### src/rtl/instruction_fetch.sv
// Instruction fetch stage: PC, imem req/ready handshake, one-entry skid buffer, redirect flush.
// Optional performance counters enabled by defining IFETCH_PERF_CNT_EN.
module instruction_fetch #(
   parameter logic [31:0] RESET_PC = 32'h0000_0000,
   parameter logic [31:0] NOP_INST = 32'h0000_0013
) (
   input  logic        clk,
   input  logic        rst_n,
   output logic        imem_req,
   output logic [31:0] imem_addr,
   input  logic        imem_ready,
   input  logic [31:0] imem_rdata,
   input  logic        redirect_valid,
   input  logic [31:0] redirect_pc,
   input  logic        stall,
   output logic [31:0] inst_out,
   output logic [31:0] pc_out,
`ifdef IFETCH_PERF_CNT_EN
   output logic        inst_valid,
   output logic [31:0] fetch_count,
   output logic [31:0] flush_count
`else
   output logic        inst_valid
`endif
);

   localparam logic [1:0] IDLE  = 2'd0;
   localparam logic [1:0] FETCH = 2'd1;
   localparam logic [1:0] FULL  = 2'd2;
   localparam logic [1:0] DRAIN = 2'd3;

   logic [1:0]  state;
   logic [31:0] pc_reg;
   logic [31:0] drain_addr;
   logic [31:0] skid_inst;
   logic [31:0] skid_pc;
   logic        out_taken;

   // DRAIN keeps presenting the abandoned address until memory completes it.
   assign imem_req  = (state == FETCH) || (state == DRAIN);
   assign imem_addr = (state == DRAIN) ? drain_addr : pc_reg;
   assign out_taken = inst_valid && !stall;

   always_ff @(posedge clk) begin
      if (!rst_n) begin
         state      <= IDLE;
         pc_reg     <= RESET_PC;
         drain_addr <= RESET_PC;
         skid_inst  <= '0;
         skid_pc    <= '0;
         inst_out   <= NOP_INST;
         pc_out     <= RESET_PC;
         inst_valid <= 1'b0;
      end else if (redirect_valid) begin
         pc_reg     <= redirect_pc & 32'hFFFF_FFFC;
         inst_valid <= 1'b0;
         inst_out   <= NOP_INST;
         case (state)
            FETCH: begin
               if (!imem_ready) begin
                  state      <= DRAIN;
                  drain_addr <= pc_reg;
               end
            end
            DRAIN: begin
               if (imem_ready) state <= FETCH;
            end
            default: state <= FETCH;
         endcase
      end else begin
         case (state)
            IDLE: state <= FETCH;
            FETCH: begin
               if (imem_ready) begin
                  pc_reg <= pc_reg + 32'd4;
                  if (!inst_valid || !stall) begin
                     inst_out   <= imem_rdata;
                     pc_out     <= pc_reg;
                     inst_valid <= 1'b1;
                  end else begin
                     skid_inst <= imem_rdata;
                     skid_pc   <= pc_reg;
                     state     <= FULL;
                  end
               end else if (out_taken) begin
                  inst_valid <= 1'b0;
                  inst_out   <= NOP_INST;
               end
            end
            FULL: begin
               if (!stall) begin
                  inst_out   <= skid_inst;
                  pc_out     <= skid_pc;
                  inst_valid <= 1'b1;
                  state      <= FETCH;
               end
            end
            default: begin
               if (imem_ready) state <= FETCH;
            end
         endcase
      end
   end

`ifdef IFETCH_PERF_CNT_EN
   always_ff @(posedge clk) begin
      if (!rst_n) begin
         fetch_count <= '0;
         flush_count <= '0;
      end else begin
         if (redirect_valid) flush_count <= flush_count + 32'd1;
         if ((state == FETCH) && imem_ready && !redirect_valid)
            fetch_count <= fetch_count + 32'd1;
      end
   end
`endif

endmodule

### config.mk
export PLATFORM = sky130hd
export DESIGN_NAME = instruction_fetch
export DESIGN_NICKNAME = d
export VERILOG_FILES = /design/src/rtl/instruction_fetch.sv
export SDC_FILE = /design/constraint.sdc
export NUM_CORES = 1
export LEC_CHECK = 0
export CORE_ASPECT_RATIO = 1.25
export CORE_MARGIN = 4
export CORE_UTILIZATION = 47
export DETAILED_ROUTE_END_ITERATION = 12
export PLACE_DENSITY = 0.76
export SYNTH_ARGS = -nofsm -noshare
export SYNTH_HDL_FRONTEND = slang
export SYNTH_SLANG_ARGS = --single-unit
### constraint.sdc
create_clock -name clk -period 2 [get_ports clk]
set_input_delay 0.6 -clock clk [delete_from_list [all_inputs] [get_ports clk]]
set_output_delay 0.6 -clock clk [all_outputs]
set_load 0.005 [all_outputs]
==> results of run 1 <==
-- routing by layer --
| metal | vias up | global-route usage [%] | share of wire (%) |
|---|---|---|---|
| met3 | 66 | 4.63 | 7.4 |
| met1 | 4100 | 32.9 | 42 |
| met4 | 0 | 9.59 | 3.0 |
| li1 | 4131 | - | - |
| met2 | 395 | 40.1 | 48 |
| met5 | - | 0 | 0 |
-- timing repair --
| action | CTS | global route |
|---|---|---|
| gates cloned | 4 | 1 |
| pin swaps | 5 | 5 |
| setup endpoints to repair | 118 | 50 |
| hold endpoints to repair | 0 | 0 |
| setup buffers | 6 | 2 |
| resized for setup | 200 | 11 |
-- worst max-delay path by stage --
stage          depth (start not counted)            end  slack (ns)
6_report                               6  imem_addr[18]       -0.29
2_1_floorplan                          5     pc_reg[17]       0.007
3_3_place_gp                           5     pc_reg[15]       -0.60
4_1_cts                                6  imem_addr[18]       -0.29
3_5_place_dp                           5     pc_reg[17]       -0.63
5_1_grt                                6  imem_addr[14]       -0.32
-- worst max-delay path, stage by stage (launching register included) --
cell and delay, ns:
dfxtp_2 0.36, nand2_4 0.07, buf_12 0.14, buf_8 0.13, buf_16 0.14, mux2_4 0.30, buf_6 0.12
-- metrics by stage --
step                      util, %  setup TNS (ns)  setup slack [ns]  area (sq um)  instances
after floorplan                 -               0           0.00679          8830       1087
after global placement       61.4          -76.66            -0.598         11200       1447
after detailed placement     61.4          -82.04            -0.633         11200       1447
after CTS                    66.5           -6.72            -0.288         12100       1488
after global routing         67.0           -7.12            -0.324         12200       1489
final                        67.0           -5.98            -0.286         12200       1489
-- where the power goes --
part           switching [W]  internal, W
Sequential          0.000103      0.00385
Clock                0.00154      0.00188
Combinational       0.000588     0.000707
-- cell usage in the layout (no fill, tap or decap), types with 5 or more instances in the layout --
master / synthesis / layout
nand4_1: 11 / 11
nand2b_1: 7 / 6
dfxtp_1: 187 / 184
and3_1: 5 / 5
o21ai_0: 18 / 18
a21boi_0: 92 / 92
nand3_1: 41 / 41
nand2_1: 294 / 293
buf_4: 4 / 79
nor4_1: 9 / 6
inv_1: 10 / 9
nor2_1: 41 / 40
and4_1: 8 / 8
xnor2_1: 8 / 8
clkdlybuf4s50_1: 0 / 127
buf_12: 0 / 18
buf_6: 0 / 33
mux2_4: 0 / 30
a311oi_1: 35 / 35
o2111ai_1: 31 / 31
o21a_1: 5 / 5
nor3_1: 15 / 14
o211a_1: 33 / 33
a21oi_1: 12 / 11
nor2b_1: 9 / 8
clkbuf_16: 0 / 18
o211ai_1: 8 / 8
-- layout make-up --
cell class	instances	area, sq um	area share (%)
clock buffer	19	433	3.55
clock inverter	13	159	1.30
inverter	10	37.5	0.307
multi-input combinational	765	4750	38.9
sequential	187	3750	30.7
tap	228	285	2.34
timing repair buffer	267	2790	22.9
-- logic make-up (layout without fill, tap and decap cells) --
| logic type | after synthesis | after routing |
|---|---|---|
| compound gates | 254 | 254 |
| xor+xnor | 9 | 9 |
| fa+ha+maj | 1 | 1 |
| buf+inv | 135 | 309 |
| flops | 187 | 187 |
| mux | 31 | 31 |
| other cells | 1 | 4 |
| simple gates | 466 | 466 |
==> key figures, run 1 <==
Logic synthesis
  • Yosys top cell area share: 42.5%
  • Post-synthesis xor/xnor area fraction: less than 1%
  • Yosys reg bits: around 190
  • Post-synth EDFFs: 0
  • Sequential-to-total area share from yosys stat: 42.5%
  • Synth area leaders: dfxtp_1 (42%), nand2_1 (13%), a21boi_0 (7.8%)
  • Mapped cell area: approximately 8800 sq um
  • Commonest cells post-synth: nand2_1 (294), dfxtp_1 (187), clkbuf_1 (98)
  • Multiplexer share of the synthesized area: 3.95%
  • Async SR Flop Fraction: 0%
  • Synthesized area per cell: 8.13 sq um
  • Ys flop type: dfxtp_1
  • Most common cell in the netlist: nand2_1
  • Main combinational cell family by area after synthesis: simple AND/OR/NAND/NOR gates
  • Synth Area in Compound Gates: 22.8%
  • Synth area leader: dfxtp_1
  • Synth Warn #: 0
  • Syn Inst Count: 1,084
  • Distinct cells, synth: 54
  • Adder-cell area share of the yosys netlist: less than 1%
  • Simple-gate share of the synthesized area: a little under a quarter

Critical path
  • R2R setup slack: 0.06 ns
  • CP Class: reg -> out
  • Worst-path fanout max: 5
  • Worst Setup SP: state[1]
  • Reg2reg start: state[1]
  • CP required: ~1.4 ns
  • Worst Setup End Kind: output pin
  • CP arrival: 1.69 ns
  • CP Launch Type: flip-flop
  • R2R Path End: pc_reg[16]
  • Worst Reg-to-Reg Cells: 5

Worst hold path
  • Hold Path Class: reg -> reg
  • Worst Hold End: drain_addr[9]
  • Worst Hold Path Cells: 2
  • Hold_sp: drain_addr[9]

STA
  • Setup violators final: 31
  • Crit path time final: around 2.3 ns
  • Final hold viol count: 0
  • Final worst setup slack: -0.286 ns
  • Final hold slack: 0.463 ns
  • RSZ-0062 raised after global routing: yes
  • Crit share post-route: 114%
  • Fin. max-slew vios: 0
  • Setup Skew: 0.00887 ns
  • Peak Freq: 0.437 GHz

Job
  • Max_cap viols: 0

Detailed routing
  • DR pass1 iterations: 6
  • Drt via density: 5.84
  • DRC errors left: 0
  • DR WL/cell: roughly 18 um
  • 1st-iter DRT viols: between 800 and 900
  • Vias: slightly below 9k
  • Routed WL: approximately 27,000 um
  • DRT antenna net count: 0

Finish
  • Layout cells sized above 1: about 18%
  • Antenna cell count: 0
  • Fin nets: around 1.3k
  • # fillers: 1,426
  • Syn-to-layout area delta: 38.6%
  • Largest registers: inst_out (32), skid_inst (32)

Placed design
  • Final GP Congestion: 0.910
  • Port Buffers: 160
  • Detailed placement HPWL: roughly 17,000 um

Global routing
  • Vias in the first global route: slightly above 8k
  • Congestion Overflow GR: 0
  • Antenna violations before repair: 0
  • Largest net degree at the start of global routing: between 60 and 70
  • GRT Util Overall: about a quarter
  • First-pass GRT wire length: 42,200 um

Run status
  • Outcome: complete, but fails checks
  • Failing checks: setup timing

Power and ir drop
  • Power Dens Cells: about 700 nW/um^2
  • Peak VDD IR: approximately 530 uV
  • Overall power: 0.00867 W
  • Pleak: 4.79 nW

Clocking
  • Root buffer cell: clkbuf_16
  • Clk sinks: 187
  • CTS tree: yes
  • CTS H-tree depth: 4
  • Worst skew pair latency: between 0.4 and 0.5 ns
  • Hold-fix buffers, CTS: 0
  • CTS max path bufs: 2
  • Clk slew on worst S/H paths: about 0.070 ns
  • Num CTS Buffers: 17

Floorplan
  • IO Pins: about 170
  • Total core area: approximately 18,000 sq um
  • Die Wd: around 130 um
  • DIE HEIGHT: 161 um
  • Core Rows: 55
  • Starting density of the core: about half
  • Die footprint: around 21,000 sq um
Note: power is estimated with default switching activity, not from simulation.
==> run 2: changes to the inputs <==
CORE_UTILIZATION = 40   (was 47)
PLACE_DENSITY = 0.66   (was 0.76)
==> key figures, run 2 (synthesis results as in run 1) <==
Power and ir drop
  • Peak VDD IR: 631 uV (+19%)
  • Net Sw Power: 0.00232 W (+4.0%)
  • Overall power: 0.00862 W (-0.63%)
  • Sequential power share: 45.8% (+0.2 points)
  • Clock share of power: 39.6% (about the same)
  • Combinational Power Share: 14.6% (-0.3 points)
  • Power Dens Cells: 708 nW/um^2 (-0.28%)
  • Net Sw Frac: 27.0% (+1.2 points)
  • Int Pwr: 0.00630 W (-2.2%)
  • Pleak: 4.74 nW (-0.88%)

Global routing
  • First-pass GRT wire length: 43,700 um (+3.7%)
  • Antenna violations before repair: 0 (unchanged)
  • Congestion Overflow GR: 0 (unchanged)
  • GRT Util Overall: 22.1% (-2.8 points)
  • Largest net degree at the start of global routing: 66 (+8.2%)
  • Vias in the first global route: 8,090 (-0.39%)

STA
  • RSZ-0062 raised after global routing: yes
  • Final hold slack: 0.463 ns (+0.000423 ns)
  • Crit share post-route: 116% (+1.5 points)
  • Final worst setup slack: -0.317 ns (-0.0304 ns)
  • Crit path time final: 2.32 ns (+0.0304 ns)
  • Fin. max-slew vios: 0 (unchanged)
  • Final hold viol count: 0 (unchanged)
  • Setup Skew: 0.0121 ns (+0.00325 ns)
  • Peak Freq: 0.432 GHz (-1.3%)
  • Setup Total Neg Slack: -7.02 ns (-1.05 ns)
  • Setup violators final: 32 (+3.2%)

Run status
  • Outcome: complete, but fails checks
  • Failing checks: setup timing

Clocking
  • CTS H-tree depth: 4 (unchanged)
  • Clk slew on worst S/H paths: 0.07 ns (about the same)
  • Root buffer cell: clkbuf_16
  • Worst skew pair latency: 0.44 ns (about the same)
  • Hold-fix buffers, CTS: 0 (unchanged)
  • Clk sinks: 187 (unchanged)
  • CTS tree: yes
  • Num CTS Buffers: 17 (unchanged)
  • CTS max path bufs: 2 (unchanged)

Finish
  • Most frequent cells in the layout: nand2_1 (293), dfxtp_1 (184), clkdlybuf4s50_1 (126)
  • Antenna cell count: 0 (unchanged)
  • Syn-to-layout area delta: 38.1%
  • Largest registers: inst_out (32), skid_inst (32)
  • Leading cell type in the layout, fill and taps excluded: nand2_1
  • Fin nets: 1,327 (+0.68%)
  • Fin cells: 1,549 (+4.0%)
  • Layout cells sized above 1: 17.7% (-0.13 points)

Floorplan
  • Die Wd: 141 um (+7.9%)
  • Core Rows: 60 (+9.1%)
  • Total core area: 21,600 sq um (+19%)
  • Die footprint: 24,500 sq um (+16%)
  • Starting density of the core: 40.8% (-7.6 points)
  • IO Pins: 167 (unchanged)
  • DIE HEIGHT: 174 um (+8.0%)

Placed design
  • Detailed placement HPWL: 18,100 um (+3.7%)
  • Port Buffers: 160 (unchanged)
  • Placed cells: 1,506 (+4.1%)
  • Final GP Congestion: 0.882 (-3.1%)

Critical path
  • Worst Reg-to-Reg Cells: 5 (unchanged)
  • CP Launch Type: flip-flop
  • Worst-path fanout max: 4 (-1)
  • CP max stage delay: 0.38 ns (+0.02 ns)
  • Highest-delay cell along the critical path: dfxtp_4
  • CP Class: reg -> out
  • Critical path's top delay family: buffers and inverters
  • R2R setup slack: -0.01 ns (-0.07 ns)
  • Worst Setup SP: state[1]
  • CP arrival: 1.72 ns (+0.03 ns)
  • R2R Path End: pc_reg[16]
  • Crit path buf inv count: 4 (unchanged)
  • CP required: 1.40 ns (about the same)
  • Worst Setup End Kind: output pin
  • Reg2reg start: state[0]
  • Crit path cell chain: nand2_8 -> buf_12 -> buf_12 -> buf_6 -> mux2_4 -> buf_6

Worst hold path
  • Hold_sp: skid_inst[18]
  • Worst Hold End: skid_inst[18]
  • Hold Path Class: reg -> reg
  • Worst Hold Path Cells: 2 (unchanged)

Detailed routing
  • DR pass1 iterations: 5 (-1)
  • Vias: 8,461 (-2.7%)
  • Drt via density: 5.46 (-6.4%)
  • DRC errors left: 0 (unchanged)
  • Routed WL: 27,500 um (+2.9%)
  • DRT antenna net count: 0 (unchanged)
  • 1st-iter DRT viols: 563 (-33%)
  • DR WL/cell: 17.8 um (-1.1%)

Job
  • Max_cap viols: 0 (unchanged)
run 2: cell count changes in the layout (fill, tap and decap cells not counted), sizes merged:
cell / change
clkinv: -2
clkdlybuf4s50: -1
inv: +3
clkdlybuf4s15: +2
bufinv: -1
buf: -5
clkinvlp: +1
dlygate4sd2: +9
clkbuf: +3
run 2: layout make-up:
class,instances,area (sq um)
clock buffers,18,429
clock inverters,14,150
fillers,2006,9450
inverters,10,37.5
multi-input cells,765,4720
flip-flops and latches,187,3750
well taps,279,349
repair buffers,276,2730
run 2: power by group through the flow:
stage | sequential [W] | combinational [W] | clock, W
detailed placement | 0.00403 | 0.00122 | 0
global route | 0.00397 | 0.00136 | 0.00366
CTS | 0.00395 | 0.00124 | 0.00349
global placement | 0.00403 | 0.00122 | 0
finish | 0.00395 | 0.00126 | 0.00341
floorplan | 0.00400 | 0.000567 | 0
run 2: timing repair:
item | 4_1_cts | 5_1_grt
gates cloned | 3 | 1
gates resized for setup | 107 | 48
setup buffers | 5 | 3
endpoints found under the setup margin | 165 | 55
pin swaps | 1 | 6
run 2: worst min-delay path, delay by kind of cell (launching register included):
family | cells | cell delay (ns)
AO/OA/AOI/OAI | 1 | 0.06
AND/OR/NAND/NOR | 1 | 0.04
flip-flops | 1 | 0.31
run 2: how the worst max path moves through the flow:
stage | end | slack, ns | cells after the start
finish | imem_addr[8] | -0.32 | 6
global route | imem_addr[12] | -0.36 | 4
CTS | imem_addr[20] | -0.36 | 5
detailed placement | pc_reg[16] | -0.78 | 5
global placement | pc_reg[18] | -0.74 | 5
floorplan | pc_reg[17] | 0.007 | 5
run 2: metrics by stage:
| step | area [sq um] | utilization, % | setup slack, ns |
|---|---|---|---|
| after floorplan | 8830 | - | 0.00679 |
| after global placement | 11300 | 52.2 | -0.736 |
| after detailed placement | 11300 | 52.2 | -0.785 |
| after CTS | 12100 | 55.8 | -0.360 |
| after global routing | 12200 | 56.3 | -0.358 |
| final | 12200 | 56.3 | -0.317 |
run 2: metal layers:
metal  global-route usage [%]  wire (um)  vias to the layer above
met1                     29.5      12000                     3962
met2                     35.9      13200                      318
met5                        0          0                        -
li1                         -          -                     4145
met4                     6.95        521                        0
met3                     4.35       1840                       36
